File: src/rtl/ips_pkg.sv
// ips_pkg: shared definitions for the line follower.
//   state_t   - controller state encoding (visible on state_o)
//   IN_*      - H-bridge direction codes driven on IN
//   drive_code- maps a state and remembered turn direction to an IN code
package ips_pkg;

    typedef enum logic [2:0] {
        ST_IDLE   = 3'd0,
        ST_FWD    = 3'd1,
        ST_LEFT   = 3'd2,
        ST_RIGHT  = 3'd3,
        ST_SEARCH = 3'd4,
        ST_STOP   = 3'd5
    } state_t;

    localparam logic [3:0] IN_FWD   = 4'b1001;
    localparam logic [3:0] IN_LEFT  = 4'b1010;
    localparam logic [3:0] IN_RIGHT = 4'b0101;
    localparam logic [3:0] IN_OFF   = 4'b0000;

    // dir_right: 0 = last turn was LEFT, 1 = last turn was RIGHT.
    // SEARCH keeps turning the way the line was last seen.
    function automatic logic [3:0] drive_code(state_t s, logic dir_right);
        logic [3:0] code;
        code = IN_OFF;
        case (s)
            ST_FWD:    code = IN_FWD;
            ST_LEFT:   code = IN_LEFT;
            ST_RIGHT:  code = IN_RIGHT;
            ST_SEARCH: code = dir_right ? IN_RIGHT : IN_LEFT;
            default:   code = IN_OFF;
        endcase
        return code;
    endfunction

endpackage

File: src/rtl/ips_debounce.sv
// ips_debounce: one sensor bit, 2-flop synchroniser followed by a
// stability counter.
//   clk, rst - system clock, async active-high reset
//   raw      - asynchronous sensor level
//   filt     - debounced level; follows the synchronised level once it
//              has differed from filt for DEB_CYC consecutive cycles
module ips_debounce #(
    parameter int DEB_CYC = 1000
) (
    input  logic clk,
    input  logic rst,
    input  logic raw,
    output logic filt
);

    localparam int CW = (DEB_CYC > 1) ? $clog2(DEB_CYC) : 1;

    logic [1:0]    sync;
    logic [CW-1:0] cnt;

    always_ff @(posedge clk or posedge rst) begin
        if (rst) begin
            sync <= '0;
            filt <= 1'b0;
            cnt  <= '0;
        end else begin
            sync <= {sync[0], raw};
            // Agreement with filt means no pending change; any bounce back
            // restarts the count from zero.
            if (sync[1] == filt) begin
                cnt <= '0;
            end else if (cnt == CW'(DEB_CYC - 1)) begin
                filt <= sync[1];
                cnt  <= '0;
            end else begin
                cnt <= cnt + 1'b1;
            end
        end
    end

endmodule

File: src/rtl/ips_line_follower.sv
// ips_line_follower: line-following motor controller.
//   clk, rst  - system clock, async active-high reset
//   IPS       - raw sensor bits, bit 0 leftmost
//   run       - drive enable; low returns to IDLE
//   duty_fwd  - PWM duty used in FWD
//   duty_turn - PWM duty used in LEFT/RIGHT/SEARCH
//   IN        - registered H-bridge direction code
//   EN        - registered motor enables (both bits identical)
//   state_o   - current state encoding
//   lost      - high while in STOP (line lost too long)
module ips_line_follower
    import ips_pkg::*;
#(
    parameter int N_IPS   = 3,
    parameter int DEB_CYC = 1000,
    parameter int PWM_W   = 8,
    parameter int LOST_TO = 50_000_000
) (
    input  logic             clk,
    input  logic             rst,
    input  logic [N_IPS-1:0] IPS,
    input  logic             run,
    input  logic [PWM_W-1:0] duty_fwd,
    input  logic [PWM_W-1:0] duty_turn,
    output logic [3:0]       IN,
    output logic [1:0]       EN,
    output logic [2:0]       state_o,
    output logic             lost
);

    localparam int C  = (N_IPS - 1) / 2;
    localparam int LW = $clog2(LOST_TO);

    logic [N_IPS-1:0] filt;
    state_t           state_q, state_nxt, decide;
    logic             dir_q, dir_nxt;      // 1 = last turn RIGHT
    logic [LW-1:0]    lost_cnt;
    logic [PWM_W-1:0] cnt, duty_latched;
    logic             drive_off;

    genvar g;
    generate
        for (g = 0; g < N_IPS; g++) begin : g_deb
            ips_debounce #(.DEB_CYC(DEB_CYC)) u_deb (
                .clk  (clk),
                .rst  (rst),
                .raw  (IPS[g]),
                .filt (filt[g])
            );
        end
    endgenerate

    // Centre wins, then any left-side bit, then any right-side bit.
    always_comb begin
        decide = ST_SEARCH;
        if (filt[C])                    decide = ST_FWD;
        else if (|filt[C-1:0])          decide = ST_LEFT;
        else if (|filt[N_IPS-1:C+1])    decide = ST_RIGHT;
    end

    always_comb begin
        state_nxt = state_q;
        dir_nxt   = dir_q;
        if (!run) begin
            state_nxt = ST_IDLE;
        end else begin
            case (state_q)
                ST_STOP:   state_nxt = ST_STOP;
                ST_SEARCH: state_nxt = (lost_cnt == LW'(LOST_TO - 1)) ? ST_STOP : decide;
                default:   state_nxt = decide;
            endcase
        end
        if (state_nxt == ST_LEFT)  dir_nxt = 1'b0;
        if (state_nxt == ST_RIGHT) dir_nxt = 1'b1;
    end

    // Motors are cut on the same edge that enters IDLE/STOP, not at wrap.
    assign drive_off = (state_nxt == ST_IDLE) || (state_nxt == ST_STOP);

    always_ff @(posedge clk or posedge rst) begin
        if (rst) begin
            state_q      <= ST_IDLE;
            dir_q        <= 1'b0;
            lost_cnt     <= '0;
            IN           <= IN_OFF;
            cnt          <= '0;
            duty_latched <= '0;
            EN           <= 2'b00;
        end else begin
            state_q  <= state_nxt;
            dir_q    <= dir_nxt;
            lost_cnt <= (state_q == ST_SEARCH) ? lost_cnt + 1'b1 : '0;
            IN       <= drive_code(state_nxt, dir_nxt);
            cnt      <= cnt + 1'b1;
            // Duty only changes at the period boundary so a period is never
            // truncated or stretched by a mid-period duty update.
            if (drive_off)
                duty_latched <= '0;
            else if (&cnt)
                duty_latched <= (state_nxt == ST_FWD) ? duty_fwd : duty_turn;
            EN <= drive_off ? 2'b00 : {2{cnt < duty_latched}};
        end
    end

    assign state_o = state_q;
    assign lost    = (state_q == ST_STOP);

endmodule

File: config.mk
export PLATFORM = sky130hd
export DESIGN_NAME = ips_line_follower
export DESIGN_NICKNAME = d
export VERILOG_FILES = /design/src/rtl/ips_pkg.sv /design/src/rtl/ips_debounce.sv /design/src/rtl/ips_line_follower.sv
export SDC_FILE = /design/constraint.sdc
export NUM_CORES = 1
export LEC_CHECK = 0
export ABC_AREA = 0
export ABC_CLOCK_PERIOD_IN_PS = 2500
export CORE_ASPECT_RATIO = 0.7
export CORE_MARGIN = 10
export CORE_UTILIZATION = 36
export DETAILED_ROUTE_END_ITERATION = 8
export SYNTH_ARGS = -nofsm -noshare
export SYNTH_HDL_FRONTEND = slang
export SYNTH_HIERARCHICAL = 1
export SYNTH_SLANG_ARGS = --single-unit
export TNS_END_PERCENT = 10
File: constraint.sdc
create_clock -name clk -period 2.5 [get_ports clk]
set_input_delay 0.625 -clock clk [delete_from_list [all_inputs] [get_ports clk]]
set_output_delay 0.625 -clock clk [all_outputs]
set_load 0.01 [all_outputs]
# Word-level counts from Yosys, hierarchy flattened
# Index checks and enable logic that the tools add are counted.
# word_totals
register_bits,91
inputBits,22
word_cells,67
# op_classes
addsub,5
n_lt_le_gt_ge,1
n_eq_ne,14
n_mux,21
bitwise_logic,3
n_reduce_logical,7
# op_table
cell,n
two-way mux 10 bit,6
adder 10 x 1 -> 10 bit (second input constant),3
equality test 10 bit (second input constant),3
adder 26 x 1 -> 26 bit (second input constant),1
equality test 26 bit (second input constant),1
two-way mux 26 bit,1
two-way mux 8 bit,3
one-hot mux 4 bit (4 select lines),1
two-way mux 3 bit,5
equality test 3 bit (second input constant),4
adder 8 x 1 -> 8 bit (second input constant),1
less-than comparator 8 bit,1
AND reduction 8 bit,1
equality test 3 x 2 -> 1 bit (second input constant),2
one-hot mux 3 bit (2 select lines),1
AND reduction 2 bit,3
two-way mux 4 bit,1
equality test 1 bit,3
equality test 3 x 1 -> 1 bit (second input constant),1
zero test 3 bit,1
NOT 1 bit,3
two-way mux 1 bit,2
two-way mux 2 bit,1
nonzero test 2 bit,1
logical OR 1 bit,1

# Logic depth before layout (Yosys ltp)
# Gate-level depths: netlist of the first run.
# logic_depth
depth_word,11
ltp_mapped,8
ltp_nobuf,6

# By module
# Netlist of the first run, hierarchy kept.
# by_module_without_submodules
module,instances,cells_each,area_each_um2,seq_area_each_um2
ips_line_follower,1,256,2683.8,1276.2
ips_debounce,3,59,625.6,325.3

# Worst setup path before layout of the first run
# Ideal clock, no wire load.
# synth_timing
kind,register to register
startpoint,"reg state_q[0], in the netlist state_o[0]"
endpoint,reg IN[1]
setup_ns,0.142
t_arrival_ns,1.522
setup_slack_ns,0.836
stages_incl_launch_ff,8
n_path_buf,2
synth_period_minus_slack_ns,1.664
cell_sequence,dfrtp_1 -> or3b_1 -> buf_2 -> nor2_1 -> a31oi_4 -> nand2_2 -> buf_6 -> nor3_2
# synth_via
elab_chain_len,8
word_cells_on_any_way,12
# synth_lines
item,line,rtl
"start, declared",ips_line_follower.sv:35,"state_t state_q, state_nxt, decide;"
"start signal, assigned",ips_line_follower.sv:90,state_q <= state_nxt;
equality test 3 bit,ips_line_follower.sv:67,case (state_q)
one-hot mux 3 bit (2 select lines) *,ips_line_follower.sv:67,
two-way mux 3 bit *,ips_line_follower.sv:64,if (!run) begin
equality test 3 x 2 -> 1 bit,"ips_pkg.sv:26, ips_line_follower.sv:73",
two-way mux 1 bit,ips_line_follower.sv:73,if (state_nxt == ST_LEFT) dir_nxt = 1'b0;
two-way mux 1 bit,ips_line_follower.sv:74,if (state_nxt == ST_RIGHT) dir_nxt = 1'b1;
two-way mux 4 bit,ips_pkg.sv:30,ST_SEARCH: code = dir_right ? IN_RIGHT : IN_LEFT;
one-hot mux 4 bit (4 select lines) *,ips_pkg.sv:26,case (s)
"end signal, assigned",ips_line_follower.sv:93,"IN <= drive_code(state_nxt, dir_nxt);"
"end, declared",ips_line_follower.sv:25,"output logic [3:0] IN,"
# Every way passes the cells marked *; elsewhere a longest branch is shown, timed or not.
# A chain may end at the register's enable or synchronous reset.

# Worst setup path in the final report of the first run
# layout_timing
startpoint,"reg state_q[1], in the netlist state_o[1]"
endpoint,out lost
# layout_via
elab_chain_len,1
# layout_lines
item,line,rtl
equality test 3 bit,ips_line_follower.sv:106,assign lost = (state_q == ST_STOP);
"end, declared",ips_line_follower.sv:28,output logic lost
# No other way between the ends.

==> results of run 1 <==
## cell usage in the layout (no fill, tap or decap), types with 4 or more instances in the layout
cell type / Yosys / layout
nand3_1: 30 / 30
dfrtp_1: 90 / 90
nor2_1: 71 / 71
nand4_1: 4 / 4
nor3_1: 11 / 11
nand2b_1: 4 / 4
nor4_2: 5 / 5
and3_1: 8 / 8
nor4b_2: 5 / 5
nand4_2: 4 / 4
a21oi_1: 8 / 8
ha_1: 12 / 12
a211oi_2: 6 / 6
mux2i_1: 8 / 8
and3_2: 6 / 6
nand2_1: 21 / 21
o21ai_0: 10 / 10
inv_1: 23 / 22
xnor2_1: 25 / 25
or3_1: 4 / 4
xor2_1: 23 / 23
clkdlybuf4s50_1: 0 / 31
clkbuf_16: 0 / 9
## worst max-delay path: cells and delay by family (launching register included)
family | cells | cell delay [ns]
buffers and inverters | 1 | 0.58
DFF | 1 | 0.38
and+or+nand+nor | 1 | 0.33
## state kept, by name, indices dropped and copies added (netlist names)
name / cells
g_deb.u_deb/cnt: 30
lost_cnt: 26
cnt: 8
duty_latched: 8
g_deb.u_deb/sync: 6
IN: 4
g_deb.u_deb/filt: 3
state_o: 3
EN: 1
dir_q: 1
## per-stage QoR
| stage | hold WS, ns | worst slack (ns) |
|---|---|---|
| 3_5_place_dp | 0.335 | 0.558 |
| 6_report | 0.348 | 0.256 |
| 2_1_floorplan | 0.331 | 0.645 |
| 4_1_cts | 0.349 | 0.234 |
| 3_3_place_gp | 0.335 | 0.608 |
| 5_1_grt | 0.357 | 0.196 |
## cells by family after synthesis
kind of cell,share of synthesized area
xor gates and xnor gates,0.0922
adders and majority gates,0.0329
DFF,0.494
AOI/OAI and AO/OA,0.0768
muxes,0.0274
buffers and inverters,0.0329
and+or+nand+nor,0.244
## path summary, 6_finish.rpt
| kind | from | to | slack, ns | cells past startpoint |
|---|---|---|---|---|
| worst max-delay path | state_o[1]$_DFF_PP0_ | lost | 0.26 | 2 |
| worst min-delay path | g_deb[2].u_deb/sync[0]$_DFF_PP0_ | g_deb[2].u_deb/sync[1]$_DFF_PP0_ | 0.35 | 0 |
| worst max register to register | lost_cnt[3]$_DFF_PP0_ | EN[0]$_DFF_PP0_ | 0.56 | 5 |
| worst min register to register | g_deb[2].u_deb/sync[0]$_DFF_PP0_ | g_deb[2].u_deb/sync[1]$_DFF_PP0_ | 0.35 | 0 |
| max in group asynchronous | rst | g_deb[0].u_deb/filt$_DFFE_PP0P_ | 1.36 | 2 |
| min in group asynchronous | rst | g_deb[2].u_deb/cnt[5]$_DFF_PP0_ | 0.80 | 2 |
## layout make-up
cell class                 count  area [sq um]  share of cell area
clock buffer                  12           256              0.0478
clock inverter                 4          73.8              0.0138
inverter                      23          86.3              0.0161
multi-input combinational    310          2160               0.402
sequential                    90          2250               0.420
tap                          162           203              0.0378
timing repair buffer          33           338              0.0629
## power groups by stage
stage               clock network [W]  registers (W)  logic (W)
floorplan                           0        0.00153  0.0000754
global placement                    0        0.00153   0.000139
detailed placement                  0        0.00153   0.000141
CTS                           0.00151        0.00150   0.000142
global route                  0.00158        0.00151   0.000156
finish                        0.00147        0.00150   0.000137
## layer usage
metal,track usage,vias to the layer above
met5,0,-
met4,0.0226,0
met3,0.0349,7
met2,0.153,31
met1,0.144,1548
li1,-,1576
==> results by stage, run 1 <==
Status:
- The flow ran to the end, and the final reports show no timing, DRC or antenna violations.

Route:
- The average routed wire per standard cell is 14.0 microns.
- The detailed-route wire length is 8860 microns.
- The vias per cell is 4.99.
- The count of nets left with antenna violations once routing finished came out at 0.
- Signal routing reaches up to met4.
- In the detailed route, the total length drawn on met3 is 375 microns.
- The count of vias placed by the detailed router is 3162.
- The number of DRC violations after detailed routing is 0.
- The DRC violation total after the first TritonRoute iteration is 186.
- The wire length on met1 is 4490 microns.
- The number of detailed-route iterations in the first pass is 4.
- Wire segments on met2 add up to 3930 microns in the final route.

Pwr:
- The clock share of power is 0.472.
- Internal power comes to 0.00247 W.
- Summed over all nets, the switching power comes to 0.000635 W.
- Summing internal, switching and leakage power gives 0.00311 W.
- Power spread over the standard cell area amounts to 579 nW/um^2.
- The analysis attributes to cell leakage a power of 2.33 nW.
- The switching power share of the total is 0.204.
- The power share of the combinational group is 0.044.
- IR analysis of the VDD net gives a maximum drop of 0.000295 V.
- The share of total power dissipated in sequential elements is 0.484.

Critical path:
- Walking the worst path, the cells encountered are and3b_1 > clkdlybuf4s50_1.
- Data on the critical path is required at its endpoint by 1.88 ns.
- Of all nets on the critical path, the largest fanout is 3.
- The category of the critical setup timing path is reg2out.
- For this design, the slowest cell found on the critical path is clkdlybuf4s50_1.
- The element type at the critical path end is an output pin.
- The critical path arrival is 1.62 ns.
- The kind of start point of the critical path is a register.
- On the worst path, the slowest cell contributes a delay of 0.58 ns.

Floorplanning:
- The floorplan die area is 17600 sq um.
- 32 I/O pins were placed.
- The initial utilization of the core area, before any placement, comes to 0.367.
- The initialized floorplan defines 34 standard-cell rows.
- The width of the die is 155 microns.
- The area of the core is 12400 sq um.
- Measured along the y axis, the die boundary spans 114 microns.

Cells and area:
- The proportion of layout cells with a drive suffix above 1 is 0.117.
- The relative area change from synthesis to final layout is 17.7%.
- The layout has 1182 filler cells.
- The non-filler instance count after layout is 634.
- The final net count is 501.
- The end-of-flow core utilization is 0.432.
- The antenna diode count is 0.
- The final design instance area without fill is 5370 sq um.

Synth:
- The synthesized design contains 0 enable-type register cells.
- The number of nets in the synthesized netlist is 467.
- The number of standard cells after synthesis is 433.
- Summing every instance area after synthesis gives 4560 sq um.
- The sequential fraction of the synthesis area is 0.494.
- The prevailing post-synth register cell is dfrtp_1.
- The synthesized area divided by synthesized cell count is 10.5 sq um.
- The share of the synthesized area in the top cell type is 0.494.
- The Yosys step of the flow raised 6 warnings.
- Yosys instantiated no cell more often than dfrtp_1.
- The async set or reset register ratio after synthesis is 1.00.
- After synthesis, the cell types taking the most area are dfrtp_1 49%, nor2_1 5.8%, xnor2_1 4.8%.
- The commonest cells after synthesis are 90 x dfrtp_1, 71 x nor2_1, 30 x nand3_1.
- The flip-flop and latch count after synthesis is 90.
- The largest area contributor in the netlist is dfrtp_1.
- Counting distinct cell types in the post-synthesis netlist gives 51.

Global routing:
- The number of antenna violations at the first check in global routing is 0.
- Summed over all layers, the global routing overflow is 0.
- The maximum number of pins on one net before global-route repair is 52.
- The overall routing resource usage is 0.104.
- The number of global-route vias before repair came to 3079.
- The global-route wire length before repair is 15200 microns.

Run:
- The number of max-cap violations is 0.

STA:
- Summed over all failing endpoints, the final setup total negative slack is 0 ns.
- The worst path in the final design needs a cycle of 2.24 ns, including I/O delays and setup.
- The clock skew is 0.00564 ns.
- The upper clock frequency limit is 446 MHz.
- Setup violations remaining at the end of the flow were counted as 0.
- For the pin with the worst max-slew slack, the measured transition is 0.887 ns.
- The max-slew violation count was 0.
- The ratio of final minimum period to clock period is 0.897.
- Setup repair after global routing left no endpoint under its margin.
- The relative max-transition margin is 0.408.
- The final count of hold timing violations is 0.

Clocking:
- After clock tree synthesis, the clock-pin slew on the worst setup and hold paths is 0.06 ns.
- The clock sink total is 90.
- Gates resized during post-CTS repair numbered 0.
- The clock insertion delay at the later pin of the skew report is 0.33 ns.
- The clock passes through at most 2 buffers.
- TritonCTS built the clock tree.
- The H-tree was split into 3 levels.
- Clock tree synthesis selected as its root buffer the cell clkbuf_16.
- After clock tree synthesis, the flow added hold-fix buffers numbering 0.
- After clock tree synthesis, the setup repair step added 0 buffers.
- Buffers inserted during clock tree synthesis total 9.

Placement:
- The routability congestion estimate from global placement is 0.827.
- In this run the tool buffered the top-level ports with 31 buffer cells.
- The post-DP HPWL is 6510 microns.
- The instance area after placement is 5040 sq um.
- In this run, placement finished with an instance count of 618.

Hold path:
- The path type of the worst min-delay path is reg2reg.
No activity file was read; power rests on OpenSTA's default activity.
==> inputs of run 2 (changes only) <==
--- a/config.mk
+++ b/config.mk
@@ -8,7 +8,7 @@
 export ABC_AREA = 0
 export ABC_CLOCK_PERIOD_IN_PS = 2500
 export CORE_ASPECT_RATIO = 0.7
-export CORE_MARGIN = 10
+export CORE_MARGIN = 2
 export CORE_UTILIZATION = 36
 export DETAILED_ROUTE_END_ITERATION = 8
 export SYNTH_ARGS = -nofsm -noshare
==> run 2 against run 1 <==
  * Combinational power about the same
  * Cell count unchanged
  * Clock skew down 0.00066 ns
  * Sequential power about the same
  * Non-clock buffer count unchanged
  * Sequential cell count unchanged
  * Global-route usage up 3.5 points
  * Clock-buffer cell count down 1
  * Worst hold slack about the same
  * Wire length down 0.91%
==> results by stage, run 2 (same netlist as run 1, synthesis figures left out) <==
Status:
- The flow ran to the end, and the final reports show no timing, DRC or antenna violations.

STA:
- The final count of hold timing violations is 0 (unchanged).
- The upper clock frequency limit came to 448 MHz (+0.50%).
- The clock skew came to 0.00498 ns (-0.000663 ns).
- The clock period minus final worst setup slack is 2.23 ns (-0.0111 ns).
- The max-slew violation count is 0 (unchanged).
- The minimum hold slack was 0.348 ns (-0.000371 ns).
- The relative max-transition margin is 0.403 (-0.00493).
- The count of final setup violators is 0 (unchanged).
- The worst-margin pin slew came to 0.895 ns (+0.00739 ns).
- Setup repair after global routing left no endpoint under its margin.
- The ratio of final minimum period to clock period is 0.893 (-0.00442).
- The setup TNS is 0 ns (unchanged).

Critical path:
- The count of buffer and inverter cells on the critical path is 1 (unchanged).
- On the critical path, the stage with the largest delay is an instance of clkdlybuf4s50_1.
- The delay of the slowest cell on the worst path is 0.57 ns (about the same).
- Walking the worst path, the cells encountered are and3b_1 > clkdlybuf4s50_1.
- The worst setup path is launched from a register.
- The largest fanout of any net on the critical path is 3 (unchanged).
- The category of the critical setup timing path is reg2out.
- The worst path required time is 1.88 ns (about the same).
- The element type at the critical path end is an output pin.
- The critical path arrival came to 1.61 ns (about the same).
- Broken down by cell family, the worst path's largest delay share belongs to buffers and inverters.

Route:
- The wire length on met1 is 4520 microns (+0.78%).
- The vias per cell is 5.01 (+0.54%).
- The number of DRC violations after detailed routing is 0 (unchanged).
- The detailed-route wire length is 8780 microns (-0.91%).
- The number of routed nets with antenna violations is 0 (unchanged).
- The met2 wirelength from detailed routing came to 3790 microns (-3.4%).
- The highest metal layer carrying signal wires in the routed design is met4.
- The routed length on met3 was 290 microns (-23%).
- The count of vias placed by the detailed router is 3179 (+0.54%).
- The DRC violation total after the first TritonRoute iteration came to 162 (-13%).
- The number of detailed-route iterations in the first pass is 4 (unchanged).
- The average routed wire per standard cell is 13.8 microns (-0.91%).

Cells and area:
- In the final layout, the registers with the most flip-flops are g_deb.u_deb/cnt x30, lost_cnt x26.
- The final net count is 501 (unchanged).
- More flip-flops sit in one register than any other, and that register is g_deb.u_deb/cnt.
- In the layout the commonest cells are 90 x dfrtp_1, 71 x nor2_1, 31 x clkdlybuf4s50_1.
- The most common cell after layout, fill and taps aside is dfrtp_1.
- The relative area change from synthesis to final layout is 17.1%.
- The flip-flop count of the largest register, all copies and words added is 30 (unchanged).
- The proportion of layout cells with a drive suffix above 1 is 0.119 (+0.00212).
- The antenna diode count came to 0 (unchanged).

Floorplanning:
- The starting utilization of the core area is 0.368 (+0.00126).
- The width of the die came to 139 microns (-10%).
- The number of standard-cell rows in the floorplan came to 34 (unchanged).
- The area of the core came to 12400 sq um (-0.34%).
- The I/O pin total is 32 (unchanged).
- The floorplan die height was 98.2 microns (-14%).
- The floorplan die area was 13600 sq um (-23%).

Global routing:
- The overall routing resource usage is 0.138 (+0.0346).
- The remaining global-route overflow is 0 (unchanged).
- The maximum number of pins on one net before global-route repair is 52 (unchanged).
- The number of global-route vias before repair came to 3197 (+3.8%).
- The number of antenna violations at the first check in global routing was 0 (unchanged).
- The global-route wire length before repair is 15300 microns (+0.86%).

Run:
- The number of max-cap violations is 0 (unchanged).

Placement:
- The number of I/O port buffers was 31 (unchanged).
- The post-DP HPWL is 6220 microns (-4.6%).
- The routability congestion estimate from global placement is 0.799 (-3.4%).

Clocking:
- The maximum root-to-sink buffer count is 2 (unchanged).
- The cell at the root of the clock tree is clkbuf_16.
- The count of H-tree levels built during CTS is 3 (unchanged).
- The clock sink total came to 90 (unchanged).
- The post-CTS setup-driven buffer insertion count came to 0 (unchanged).
- The number of buffers inserted for hold repair after clock tree synthesis was 0 (unchanged).
- The number of instances resized during post-cts repair was 0 (unchanged).
- The clock tree from TritonCTS is done.
- The number of clock buffers inserted by TritonCTS came to 9 (unchanged).
- The clock-pin slew reported for the worst setup and hold paths after clock tree synthesis came to 0.06 ns (about the same).
- The clock insertion delay at the later pin of the skew report is 0.33 ns (about the same).

Pwr:
- The leakage power figure is 2.32 nW (-0.49%).
- The peak supply drop was 0.000345 V (+17%).
- The cell area power density is 562 nW/um^2 (-3.0%).

Hold path:
- The path class of the tightest hold or removal check is reg2reg.
## run 2: power breakdown
part | switching, W | total, W | leakage, nW | internal (W)
Clock | 0.000534 | 0.00136 | 0.151 | 0.000823
Sequential | 0.0000254 | 0.00151 | 1.21 | 0.00148
Combinational | 0.0000753 | 0.000138 | 0.954 | 0.0000626
Total | 0.000635 | 0.00300 | 2.32 | 0.00237
## run 2: worst paths after layout
kind	start	endpoint	slack, ns	cells past startpoint
worst max-delay path	state_o[1]$_DFF_PP0_	lost	0.27	2
worst min-delay path	g_deb[1].u_deb/sync[0]$_DFF_PP0_	g_deb[1].u_deb/sync[1]$_DFF_PP0_	0.35	0
worst max register to register	lost_cnt[4]$_DFF_PP0_	EN[0]$_DFF_PP0_	0.57	5
worst min register to register	g_deb[1].u_deb/sync[0]$_DFF_PP0_	g_deb[1].u_deb/sync[1]$_DFF_PP0_	0.35	0
max in group asynchronous	rst	g_deb[2].u_deb/filt$_DFFE_PP0P_	1.41	2
min in group asynchronous	rst	g_deb[1].u_deb/sync[0]$_DFF_PP0_	0.73	2
## run 2: metal layers
metal  global-route usage  up-vias
met5                    0        -
met4               0.0479        0
met3               0.0358       12
met2                0.202       46
met1                0.200     1543
li1                     -     1578
## run 2: per-stage QoR
| stage | setup WS [ns] | util | total power (W) | cells | area [sq um] |
|---|---|---|---|---|---|
| after floorplan | 0.645 | - | 0.00160 | 433 | 4560 |
| after global placement | 0.627 | 0.407 | 0.00167 | 618 | 5040 |
| after detailed placement | 0.562 | 0.407 | 0.00167 | 618 | 5040 |
| after CTS | 0.252 | 0.432 | 0.00305 | 634 | 5340 |
| after global routing | 0.210 | 0.432 | 0.00312 | 634 | 5340 |
| final | 0.267 | 0.432 | 0.00300 | 634 | 5340 |
## run 2: final cells by class
class / count / area [sq um]
sequential: 90 / 2250
timing repair buffer: 33 / 338
inverter: 23 / 86.3
clock inverter: 5 / 52.6
clock buffer: 11 / 253
fill: 1177 / 7040
tap: 162 / 203
multi-input combinational: 310 / 2160
